--- src/rtl/decode_arbiter.sv ---
// Round-robin arbiter that lets two receive requesters share one combinational decoder.
// It registers the winner's code onto the decoder and returns the result over a valid/ready port.
module decode_arbiter #(
  parameter int DATA_W = 8,
  parameter int CNT_W  = 16
) (
  input  logic              clk,
  input  logic              rst_n,
  input  logic              req_a,
  input  logic              req_b,
  input  logic [DATA_W-1:0] code_a,
  input  logic [DATA_W-1:0] code_b,
  output logic              ack_a,
  output logic              ack_b,
  output logic [DATA_W-1:0] dec_in,
  input  logic [DATA_W-1:0] dec_out,
  output logic              out_valid,
  output logic [DATA_W-1:0] out_data,
  output logic              out_id,
  input  logic              out_ready,
  output logic              busy,
  output logic [CNT_W-1:0]  word_cnt
);

  typedef enum logic [1:0] {IDLE, DRIVE, CAPTURE, HOLD} state_t;

  state_t            state_q, state_d;
  logic              ack_a_q, ack_a_d;
  logic              ack_b_q, ack_b_d;
  logic              grant_id_q, grant_id_d;
  logic              rr_ptr_q, rr_ptr_d;
  logic              out_valid_q, out_valid_d;
  logic              out_id_q, out_id_d;
  logic              busy_q, busy_d;
  logic [DATA_W-1:0] dec_in_q, dec_in_d;
  logic [DATA_W-1:0] out_data_q, out_data_d;
  logic [CNT_W-1:0]  word_cnt_q, word_cnt_d;
  logic              winner;

  always_comb begin
    state_d     = state_q;
    ack_a_d     = 1'b0;
    ack_b_d     = 1'b0;
    grant_id_d  = grant_id_q;
    rr_ptr_d    = rr_ptr_q;
    out_valid_d = out_valid_q;
    out_id_d    = out_id_q;
    dec_in_d    = dec_in_q;
    out_data_d  = out_data_q;
    word_cnt_d  = word_cnt_q;
    // A lone requester wins outright; a tie goes to the round-robin pointer.
    winner      = (req_a && req_b) ? rr_ptr_q : req_b;

    case (state_q)
      IDLE: begin
        if (req_a || req_b) begin
          dec_in_d   = winner ? code_b : code_a;
          ack_a_d    = ~winner;
          ack_b_d    = winner;
          grant_id_d = winner;
          state_d    = DRIVE;
        end
      end
      DRIVE: begin
        state_d = CAPTURE;
      end
      CAPTURE: begin
        out_data_d  = dec_out;
        out_id_d    = grant_id_q;
        out_valid_d = 1'b1;
        state_d     = HOLD;
      end
      HOLD: begin
        if (out_valid_q && out_ready) begin
          out_valid_d = 1'b0;
          rr_ptr_d    = ~grant_id_q;
          word_cnt_d  = word_cnt_q + CNT_W'(1);
          state_d     = IDLE;
        end
      end
      default: begin
        state_d = IDLE;
      end
    endcase

    busy_d = (state_d != IDLE);
  end

  always_ff @(posedge clk or negedge rst_n) begin
    if (!rst_n) begin
      state_q     <= IDLE;
      ack_a_q     <= 1'b0;
      ack_b_q     <= 1'b0;
      grant_id_q  <= 1'b0;
      rr_ptr_q    <= 1'b0;
      out_valid_q <= 1'b0;
      out_id_q    <= 1'b0;
      busy_q      <= 1'b0;
      dec_in_q    <= '0;
      out_data_q  <= '0;
      word_cnt_q  <= '0;
    end else begin
      state_q     <= state_d;
      ack_a_q     <= ack_a_d;
      ack_b_q     <= ack_b_d;
      grant_id_q  <= grant_id_d;
      rr_ptr_q    <= rr_ptr_d;
      out_valid_q <= out_valid_d;
      out_id_q    <= out_id_d;
      busy_q      <= busy_d;
      dec_in_q    <= dec_in_d;
      out_data_q  <= out_data_d;
      word_cnt_q  <= word_cnt_d;
    end
  end

  assign ack_a     = ack_a_q;
  assign ack_b     = ack_b_q;
  assign dec_in    = dec_in_q;
  assign out_valid = out_valid_q;
  assign out_data  = out_data_q;
  assign out_id    = out_id_q;
  assign busy      = busy_q;
  assign word_cnt  = word_cnt_q;

endmodule

--- config.mk ---
export PLATFORM = sky130hd
export DESIGN_NAME = decode_arbiter
export DESIGN_NICKNAME = d
export VERILOG_FILES = /design/src/rtl/decode_arbiter.sv
export SDC_FILE = /design/constraint.sdc
export NUM_CORES = 1
export LEC_CHECK = 0
export ABC_AREA = 1
export CAP_MARGIN = 15
export CELL_PAD_IN_SITES_DETAIL_PLACEMENT = 0
export CELL_PAD_IN_SITES_GLOBAL_PLACEMENT = 1
export CORE_MARGIN = 2
export CORE_UTILIZATION = 35
export CTS_CLUSTER_SIZE = 12
export DETAILED_ROUTE_END_ITERATION = 8
export PLACE_DENSITY_LB_ADDON = 0.2
export SLEW_MARGIN = 20
export SYNTH_ARGS = -nofsm -noshare
export SYNTH_HDL_FRONTEND = slang
export SYNTH_SLANG_ARGS = --single-unit
--- constraint.sdc ---
create_clock -name clk -period 2.1 [get_ports clk]
set_clock_uncertainty 0.1 [all_clocks]
set_input_delay 0.63 -clock clk [delete_from_list [all_inputs] [get_ports clk]]
set_output_delay 0.63 -clock clk [all_outputs]
set_load 0.02 [all_outputs]
## After elaboration in Yosys (flattened, before gate mapping)

Index checks and enable logic that the tools add are counted.

- Add/subtract/negate cells: 1
- Equal/unequal tests: 4
- Mux-type cells: 11
- Bitwise operators: 2
- Reductions and logical operators: 9

Operators with widths:

| kind | number |
|---|---|
| 16-bit by 1-bit adder with 16-bit output, second input constant | 1 |
| 8-bit 2-to-1 mux | 1 |
| 2-bit one-hot mux with 4 select lines | 1 |
| 1-bit 2-to-1 mux | 6 |
| 2-bit AND reduction | 3 |
| 2-bit equality test, second input constant | 2 |
| 2-bit 2-to-1 mux | 2 |
| 2-bit nonzero test | 2 |
| 2-bit by 1-bit equality test with 1-bit output, second input constant | 1 |
| 1-bit logical AND | 2 |
| 2-bit logical NOT | 1 |
| 2-bit inequality test, second input constant | 1 |
| 1-bit inverter | 2 |
| 1-bit one-hot mux with 2 select lines | 1 |
| 1-bit logical OR | 1 |

- Bits in registers: 41
- Input bits: 29
- Output and inout bits: 37
- Word-level logic and storage cells: 38

## Longest topological paths before layout

- Depth in word-level cells: 5
- Gate-level depth with buffers: 7

## Worst setup path after synthesis

Ideal clock, no wire load.

- Kind: flip-flop to flip-flop
- Start point: register word_cnt_q[0] (netlist: word_cnt[0])
- End point: register word_cnt_q[14] (netlist: word_cnt[14])
- Setup time: 0.121 ns
- Data arrival time: 1.263 ns
- Required time: 1.879 ns
- Path slack: 0.616 ns
- Stages on the path, launching flop included: 7
- Path buffers: 0
- Period minus slack after synthesis: 1.484 ns
- Path through: dfrtp_1 -> ha_1 -> nand3_1 -> nor2_1 -> nand3_1 -> o21bai_1 -> nand2_1

- Word-level cells in the longest chain between the ends: 1

RTL lines:

| element | RTL line | RTL |
|---|---|---|
| start, declared | 37 | `logic [CNT_W-1:0] word_cnt_q, word_cnt_d;` |
| start signal, assigned | 113 | `word_cnt_q <= word_cnt_d;` |
| 16-bit by 1-bit adder with 16-bit output | 77 | `word_cnt_d = word_cnt_q + CNT_W'(1);` |

Every way passes these cells.
A chain may end at the register's enable or synchronous reset.

## Worst setup path after layout

- Start point: register word_cnt_q[1] (netlist: word_cnt[1])
- End point: output port word_cnt[1]

RTL lines:

| element | RTL line | RTL |
|---|---|---|
| end, declared | 22 | `output logic [CNT_W-1:0] word_cnt` |

No word-level cell between the ends.

==> summary by stage <==
Finish
For this run, the number of standard cells in the final layout without fillers is 349. After the last flow step, the layout net total stands at 309. After filler insertion, the fill cell instance count of the layout stands at 502. Once layout is complete, the utilization of the core stands at 0.5299. The sequential cell area in the final layout is 1026 um^2.

The area growth from synthesis to layout is 46.64%. The repair_antennas step left the layout with diodes totalling 0. The share of final-layout standard cells stronger than drive strength 1 is 0.09319. In the final layout, the multi-input gates occupy 719.4 um^2.

Logic synthesis
Of the synthesized area, sequential elements account for 0.5559. Of all flip-flops after synthesis, the portion carrying an async set or reset was 1.000. The cell area after synthesis is 1846 um^2.

The number of synthesis warnings is 0. Of the post-synthesis cell area, the dominant cell type holds 0.5559. The synthesized netlist contains 23 unique library cells.

The synthesized design contains 41 register bits. The post-synthesis instance total is 204. The number of nets handed over by synthesis was 234.

After synthesis, the cell types taking the most area are sky130_fd_sc_hd__dfrtp_1 (56%), sky130_fd_sc_hd__nand2_1 (13%), sky130_fd_sc_hd__mux2_2 (4.9%). The most used flip-flop cell after synthesis is sky130_fd_sc_hd__dfrtp_1. The cell with the most instances after synthesis is sky130_fd_sc_hd__nand2_1. The number of synthesized flops with an enable pin is 0. A synthesized cell averages 9.047 um^2. Counting instances in the post-synthesis netlist gives the leading cell types as sky130_fd_sc_hd__nand2_1 (62), sky130_fd_sc_hd__dfrtp_1 (41), sky130_fd_sc_hd__inv_1 (21). The top cell type by total area after synthesis is sky130_fd_sc_hd__dfrtp_1.

Timing
The transition time of the tightest slew-check pin is 0.5148 ns. The shortest period the worst path allows is 2.069 ns. Timing would allow up to 483.3 MHz.

Setup repair after global routing left no endpoint under its margin. The max-slew headroom at the worst pin is 0.6568. Setup violations remaining at the end of the flow were counted as 0.

The final hold violation count was 0. Dividing the final minimum period by the clock period gives 0.9853. The final number of max-transition violations was 0.

Floorplan
The area of the placeable core is 5107 um^2. The die is 76.62 um tall. From left edge to right edge, the die measures 76.62 um. In this run the count of I/O pins placed on the die edge is 66. The initial core utilization is 0.3613. The cell row count is 26. The area of the die is 5870 um^2.

CTS
Buffers added to address setup during post-CTS repair amount to 0. TritonCTS built the clock tree. Counting every sink on the clock net gives 41. The clock latency at the later pin of the worst-skew pair is 0.29 ns.

The number of clock buffers inserted by TritonCTS is 5. The root buffer cell is sky130_fd_sc_hd__clkbuf_8. After clock tree synthesis, the clock-pin slew on the worst setup and hold paths is 0.07 ns. No sink is reached through more buffers than the 2 on the longest clock path. The H-tree was split into 2 levels.

Worst setup path
The type of the setup path with the least slack is reg -> out. On the critical path the largest part of the delay comes from buffers and inverters. The signal arrival time at the worst endpoint is 1.34 ns. Walking the worst path, the cells encountered are clkdlybuf4s50_1. The startpoint type of the worst setup path is a flip-flop.

STA classifies the critical path endpoint as an output port. The worst-path maximum fanout is 5. The delay contributed by the slowest stage of the critical path is 0.63 ns. The critical-path cell with the highest stage delay is sky130_fd_sc_hd__clkdlybuf4s50_1. The combined buffer and inverter count along the critical path is 1. At the worst endpoint, the required time is 1.37 ns.

Power
The worst-case IR drop observed on VDD is 828.8 uV. The reported leakage power is 1.340 nW. Dividing total power by cell area gives a power density of 1145 nW/um^2.

Detailed routing
Summed over all layers, the routed wires come to 4054 um. The per-cell routed wire length is 11.62 um. The detail route stage leaves a number of antenna-violating nets equal to 0. The first-iteration detailed-routing DRC count is 57. The total via count in the routed design is 1565. The DRC violation count after routing is 0. Dividing the detail-routed via count by the number of cells gives 4.484. The first TritonRoute pass finished after 4 iterations.

Placement
The count of input and output buffers is 65. The wire-length estimate of the detail-placed layout is 3058 um. The weighted congestion reported at the end of routability-driven placement is 0.7384.

In this run, placement finished with an instance count of 342.

Run status
The run finished with clean final reports.

Global routing
The initial antenna violation count is 0. Entering global routing, the biggest net connects 42 pins. Across every metal layer, demand over resource in global routing totals 0.1468. The first-pass GRT wire length is 6886 um. The sum of overflow across all layers after global routing is 0. The number of global-route vias before repair is 1551.

Hold path
The path class of the lowest-slack min-delay path is in -> async.

Run
Across the run, the number of max-cap violations was 0.
## path summary, 6_finish.rpt
path	startpoint	end	slack, ns	cells after the start
worst max register to register	word_cnt[1]	word_cnt[14]	0.57	6
worst min register to register	grant_id_q	grant_id_q	0.38	1
worst min-delay path	rst_n	word_cnt[13]	0.29	2
max in group asynchronous	rst_n	dec_in[0]	1.25	2
min in group clk	grant_id_q	grant_id_q	0.38	1
worst max-delay path	word_cnt[1]	word_cnt[1]	0.03	1
## metrics by stage
step           hold WS [ns]  area [um^2]  setup TNS [ns]  setup slack (ns)  power, mW
2_1_floorplan        0.2344         1846               0            0.6164      1.973
3_3_place_gp         0.3626         2610               0           0.03292      2.616
3_5_place_dp         0.3706         2610        -0.01092          -0.01092      2.632
4_1_cts              0.3160         2691               0           0.01010      3.157
5_1_grt              0.3317         2706               0          0.001396      3.318
6_report             0.2912         2706               0           0.03097      3.099
## where the power goes
part	internal [mW]	switching (mW)	total (mW)
Clock	0.261	0.255	0.516
Sequential	1.06	0.174	1.23
Combinational	0.666	0.688	1.35
Total	1.98	1.12	3.10
## layout by cell type (no fill, tap or decap), drive strengths merged
cell type       n
nand4           6
and2            1
dfrtp          41
nor2           22
ha              1
nand3          17
inv            21
xor2            6
dlygate4sd2     4
nand3b          1
o21bai          2
clkdlybuf4s50  54
dlymetal6s2s    6
mux2            8
a21boi          1
o21ai           6
a21o            1
xnor2           3
nor3            1
clkbuf          7
buf             8
nand2          62
## sequential cells by signal, indices dropped and copies added (netlist names), 2 cells and up
| signal | flops |
|---|---|
| state_q | 2 |
| word_cnt | 16 |
| out_data | 8 |
| dec_in | 8 |
## per-layer routing
| metal | vias up | GRT usage | wire (um) |
|---|---|---|---|
| li1 | 789 | - | - |
| met5 | - | 0 | 0 |
| met3 | 8 | 0.04265 | 227 |
| met2 | 40 | 0.2398 | 1952 |
| met1 | 728 | 0.1869 | 1822 |
| met4 | 0 | 0.04909 | 52 |
## cells by family after synthesis
group,Yosys count,share of synthesized area
simple gates,110,0.2570
flops,41,0.5559
buf+inv,25,0.05424
compound gates,10,0.03458
xor+xnor,9,0.04271
mux,8,0.04882
fa+ha+maj,1,0.006779
## area by class of cell
| class | count | share of cell area |
|---|---|---|
| Clock buffer | 7 | 0.03190 |
| Sequential cell | 41 | 0.3791 |
| Tap cell | 70 | 0.03236 |
| Timing Repair Buffer | 72 | 0.2617 |
| Multi-Input combinational cell | 138 | 0.2658 |
| Inverter | 21 | 0.02913 |
## what timing repair did
item / in CTS / in global routing
gates resized for setup: 4 / 6
hold buffers: 0 / 0
endpoints found under the setup margin: 4 / 6
Power figures use the tool's default switching activity.
==> RTL change 1: new RTL, config.mk and constraints unchanged <==
Re-encode `state_t` (4 states) as one-hot, 4 bits wide.
--- a/src/rtl/decode_arbiter.sv
+++ b/src/rtl/decode_arbiter.sv
@@ -23,5 +23,5 @@
 );
 
-  typedef enum logic [1:0] {IDLE, DRIVE, CAPTURE, HOLD} state_t;
+  typedef enum logic [3:0] {IDLE = 4'b0001, DRIVE = 4'b0010, CAPTURE = 4'b0100, HOLD = 4'b1000} state_t;
 
   state_t            state_q, state_d;
Check against the original RTL: same outputs for any inputs over 10 cycles, from zero or initial values and one cycle with rst_n low; not proved beyond that.
==> RTL change 1 against the original RTL <==
Hold slack worse by 0.16 ns; routed wire length up 4.1%; setup slack better by 0.031 ns; sequential cell count up 2; die area up 11%; critical path depth unchanged; combinational power up 3%; area after synthesis up 11%; total power up 6.5%; via count up 7.7%; design area up 8.4%; sequential share of layout area down 1.2 points; critical endpoint unchanged.
==> RTL change 1: results (changes against the original RTL) <==
| Metric | Value |
|---|---|
| Worst rel slew slack | `75.5% (was 65.7%)` |
| Hpwl dp | `3190 um (was 3060 um)` |
| Mean number of vias per cell | `4.48 (about the same)` |
| Grt met3 use | `4.27% (about the same)` |
| Syn nets | `259 (was 234)` |
| Post-synthesis xor/xnor area fraction | `2.98% (was 4.27%)` |
| Setup repair bufs after CTS | `0 (unchanged)` |
| WL met2 | `2030 um (was 1950 um)` |
| Hold slack | `0.134 ns (was 0.291 ns)` |
| Mux share of post-synthesis cell area | `4.93% (was 4.88%)` |
| Post-Synth Adder-Cell Area | `0.608% (was 0.678%)` |
| LEAKAGE | `0.00151 uW (was 0.00134 uW)` |
| Filler cells | `570 (was 502)` |
| Met2 Use GR | `23.8% (was 24.0%)` |
| CP arrival | `1.31 ns (was 1.34 ns)` |
| Reg2Reg Depth | `3 (was 6)` |
| DRT iter0 DRCs | `59 (was 57)` |
| R2r startpoint | `state_q[1] (was word_cnt[1])` |
| Seq/Total Area, Yosys | `52.4% (was 55.6%)` |
| Pre-CTS setup slack | `-0.0129 ns (was -0.0109 ns)` |
| Post-CTS Resized | `7 (was 4)` |
| Synth Area in Compound Gates | `2.13% (was 3.46%)` |
| Reg-to-reg critical path endpoint | `out_data[7] (was word_cnt[14])` |
| Layout Area Growth over Synthesis | `42.6% (was 46.6%)` |
| Met3 WL | `261 um (was 227 um)` |
| Flop-to-flop setup slack | `0.55 ns (was 0.57 ns)` |
| Max Clk Rate | `0.491 GHz (was 0.483 GHz)` |
| WL/cell | `11.2 um (was 11.6 um)` |
| Wire length of the first global-routing pass | `7380 um (was 6890 um)` |
| M1 GR Usage | `18.4% (was 18.7%)` |
| Worst-path fanout max | `4 (was 5)` |
| Cells after DPL | `368 (was 342)` |
| DP Area | `2810 um2 (was 2610 um2)` |
| NumNets Final | `333 (was 309)` |
| GRT Util Overall | `14.8% (was 14.7%)` |
| Largest net degree at the start of global routing | `30 (was 42)` |
| Synth Instances | `229 (was 204)` |
| M1 WL | `1860 um (was 1820 um)` |
| Share of layout cells above drive strength 1 | `11.8% (was 9.32%)` |
| DRT Wirelength | `4220 um (was 4050 um)` |
| Outcome | `finished clean (unchanged)` |
| Area contributors post-synth | `dfrtp_1, nand2_1, inv_1 (was dfrtp_1, nand2_1, mux2_2)` |
| Commonest cells in the synthesized netlist | `nand2_1, dfrtp_1, inv_1 (unchanged)` |
==> RTL change 1: cell count changes in the layout (fill, tap and decap cells not counted), moves of 2 or more <==
cell             unedited run  this run
nor2_4                      2         6
nand2_1                    62        90
dlygate4sd2_1               4         7
buf_4                       7         3
xor2_1                      6         4
mux2_4                      0         3
nand3_1                    17        11
clkdlybuf4s50_1            54        52
mux2_2                      8         5
nor2_1                     19        12
inv_1                      21        28
==> RTL change 1: report_power, final <==
part | switching [uW] | leakage, uW | total (uW) | internal [uW]
Sequential | 151 | 0.000547 | 1240 | 1090
Clock | 286 | 0.0000612 | 671 | 385
Combinational | 733 | 0.000903 | 1390 | 657
==> RTL change 1: layout make-up <==
class,instances,share of cell area (%)
flip-flops and latches,43,36.7
well taps,72,3.07
inverters,29,3.80
repair buffers,69,23.6
multi-input cells,155,28.8
clock buffers,6,2.81
clock inverters,2,1.19
==> RTL change 2: new RTL, config.mk and constraints unchanged <==
Made on the original files. `DATA_W`: 8 -> 7.
--- a/src/rtl/decode_arbiter.sv
+++ b/src/rtl/decode_arbiter.sv
@@ -2,5 +2,5 @@
 // It registers the winner's code onto the decoder and returns the result over a valid/ready port.
 module decode_arbiter #(
-  parameter int DATA_W = 8,
+  parameter int DATA_W = 7,
   parameter int CNT_W  = 16
 ) (
Interface: changed (5 resized); port bits go from 66 to 61. No check against the original RTL was run, so the function may have changed too.
==> RTL change 2 against the original RTL <==
Critical endpoint is now word_cnt[13]; sequential cell count decreased by 2; utilization is 0.93 points higher; routed wire length down 12%; die area is 5.7% lower; critical path depth stayed put; area after synthesis shrank 6.0%; setup slack better by 0.0031 ns; largest cell class unchanged; design area is 5.3% lower; total power fell by 5.5%; highest routed layer unchanged.
==> RTL change 2: results (changes against the original RTL) <==
| Metric | Value |
|---|---|
| Syn nets | `211 (was 234)` |
| Post-Layout Cell Count | `325 (was 349)` |
| Outcome | `finished clean (unchanged)` |
| Area contributors post-synth | `dfrtp_1, nand2_1, mux2_2 (unchanged)` |
| Max VDD drop | `0.718 mV (was 0.829 mV)` |
| Worst-path fanout max | `4 (was 5)` |
| DRT iter0 DRCs | `46 (was 57)` |
| Tightest Pin Transition | `0.496 ns (was 0.515 ns)` |
| Seq/Total Area, Yosys | `56.3% (was 55.6%)` |
| Share of layout cells above drive strength 1 | `12.0% (was 9.32%)` |
| Cts bufs inserted | `5 (unchanged)` |
| Filler cells | `460 (was 502)` |
| Commonest cells in the synthesized netlist | `nand2_1, dfrtp_1, nor2_1 (was nand2_1, dfrtp_1, inv_1)` |
| WL/cell | `11.0 um (was 11.6 um)` |
| Root Driver | `clkbuf_8 (unchanged)` |
| Routability-driven placement congestion ratio | `0.699 (was 0.738)` |
| NumNets Final | `284 (was 309)` |
| Largest net degree at the start of global routing | `40 (was 42)` |
| Synth Instances | `184 (was 204)` |
| GRT Util Overall | `14.8% (was 14.7%)` |
| LEAKAGE | `0.00136 uW (was 0.00134 uW)` |
| Mean number of vias per cell | `4.34 (was 4.48)` |
| Cells after DPL | `317 (was 342)` |
| Wire length of the first global-routing pass | `6170 um (was 6890 um)` |
| # port buffers | `60 (was 65)` |
| Hpwl dp | `2680 um (was 3060 um)` |
-- RTL change 2: changes by cell type in the layout (fill, tap and decap cells not counted), moves of 2 or more --
cell             delta
nand2_1            -12
o21ai_1             +2
nand4_1             -3
nor2_1              +2
dlymetal6s2s_1      +3
dlygate4sd2_1       -3
clkdlybuf4s50_1     -5
a21oi_1             +8
dfrtp_1             -2
nand3_1             -9
inv_1               -2
nand2_2             +2
-- RTL change 2: power by group --
| part | total (uW) | internal, uW | leakage, uW | switching, uW |
|---|---|---|---|---|
| Combinational | 1280 | 639 | 0.000843 | 641 |
| Sequential | 1150 | 999 | 0.000476 | 154 |
| Clock | 496 | 232 | 0.0000412 | 264 |
| Total | 2930 | 1870 | 0.00136 | 1060 |
-- RTL change 2: per-layer routing --
layer	track usage, %	up-vias	part of all wire (%)	wire (um)
met2	23.3	35	48	1720
met1	18.1	647	43	1560
li1	-	719	-	-
met3	4.34	8	6.0	214
met4	8.33	0	2.5	89
met5	0	-	0	0
-- RTL change 2: final timing paths --
| kind | startpoint | endpoint | cells after the start |
|---|---|---|---|
| hold / removal | rst_n | word_cnt[10] | 2 |
| hold reg to reg | word_cnt[15] | word_cnt[15] | 2 |
| setup / recovery | word_cnt[13] | word_cnt[13] | 1 |
| setup reg to reg | word_cnt[0] | word_cnt[10] | 8 |
| max in group asynchronous | rst_n | state_q[0] | 2 |
| min in group clk | word_cnt[15] | word_cnt[15] | 2 |
-- RTL change 2: cell families after synthesis --
logic type | after synthesis | share of synthesized area [%]
adders and majority gates | 1 | 0.721
muxes | 7 | 4.55
and+or+nand+nor | 90 | 23.7
buffers and inverters | 22 | 5.27
DFF | 39 | 56.3
xor gates and xnor gates | 10 | 5.05
AOI/OAI and AO/OA | 15 | 4.47
-- RTL change 2: stage by stage --
step / utilization (%) / setup WS [ns] / instance area [um2] / hold slack [ns] / total power, uW
2_1_floorplan: - / 0.576 / 1730 / 0.234 / 1850
3_3_place_gp: 51.7 / 0.0741 / 2460 / 0.378 / 2470
3_5_place_dp: 51.7 / 0.0363 / 2460 / 0.387 / 2480
4_1_cts: 53.4 / 0.00510 / 2540 / 0.300 / 2990
5_1_grt: 53.9 / 0.00191 / 2560 / 0.327 / 3140
6_report: 53.9 / 0.0340 / 2560 / 0.273 / 2930
-- RTL change 2: final cells by class --
cell class,count,share of cell area (%)
clock inverter,2,0.488
multi-input combinational,123,26.0
clock buffer,6,2.83
tap,67,3.27
timing repair buffer,68,26.4
sequential,39,38.1
inverter,20,2.93
-- RTL change 2: timing repair --
item | in CTS | in global routing
setup buffers | 0 | 0
gates cloned | 0 | 0
gates resized for setup | 1 | 9
setup endpoints to repair | 1 | 9
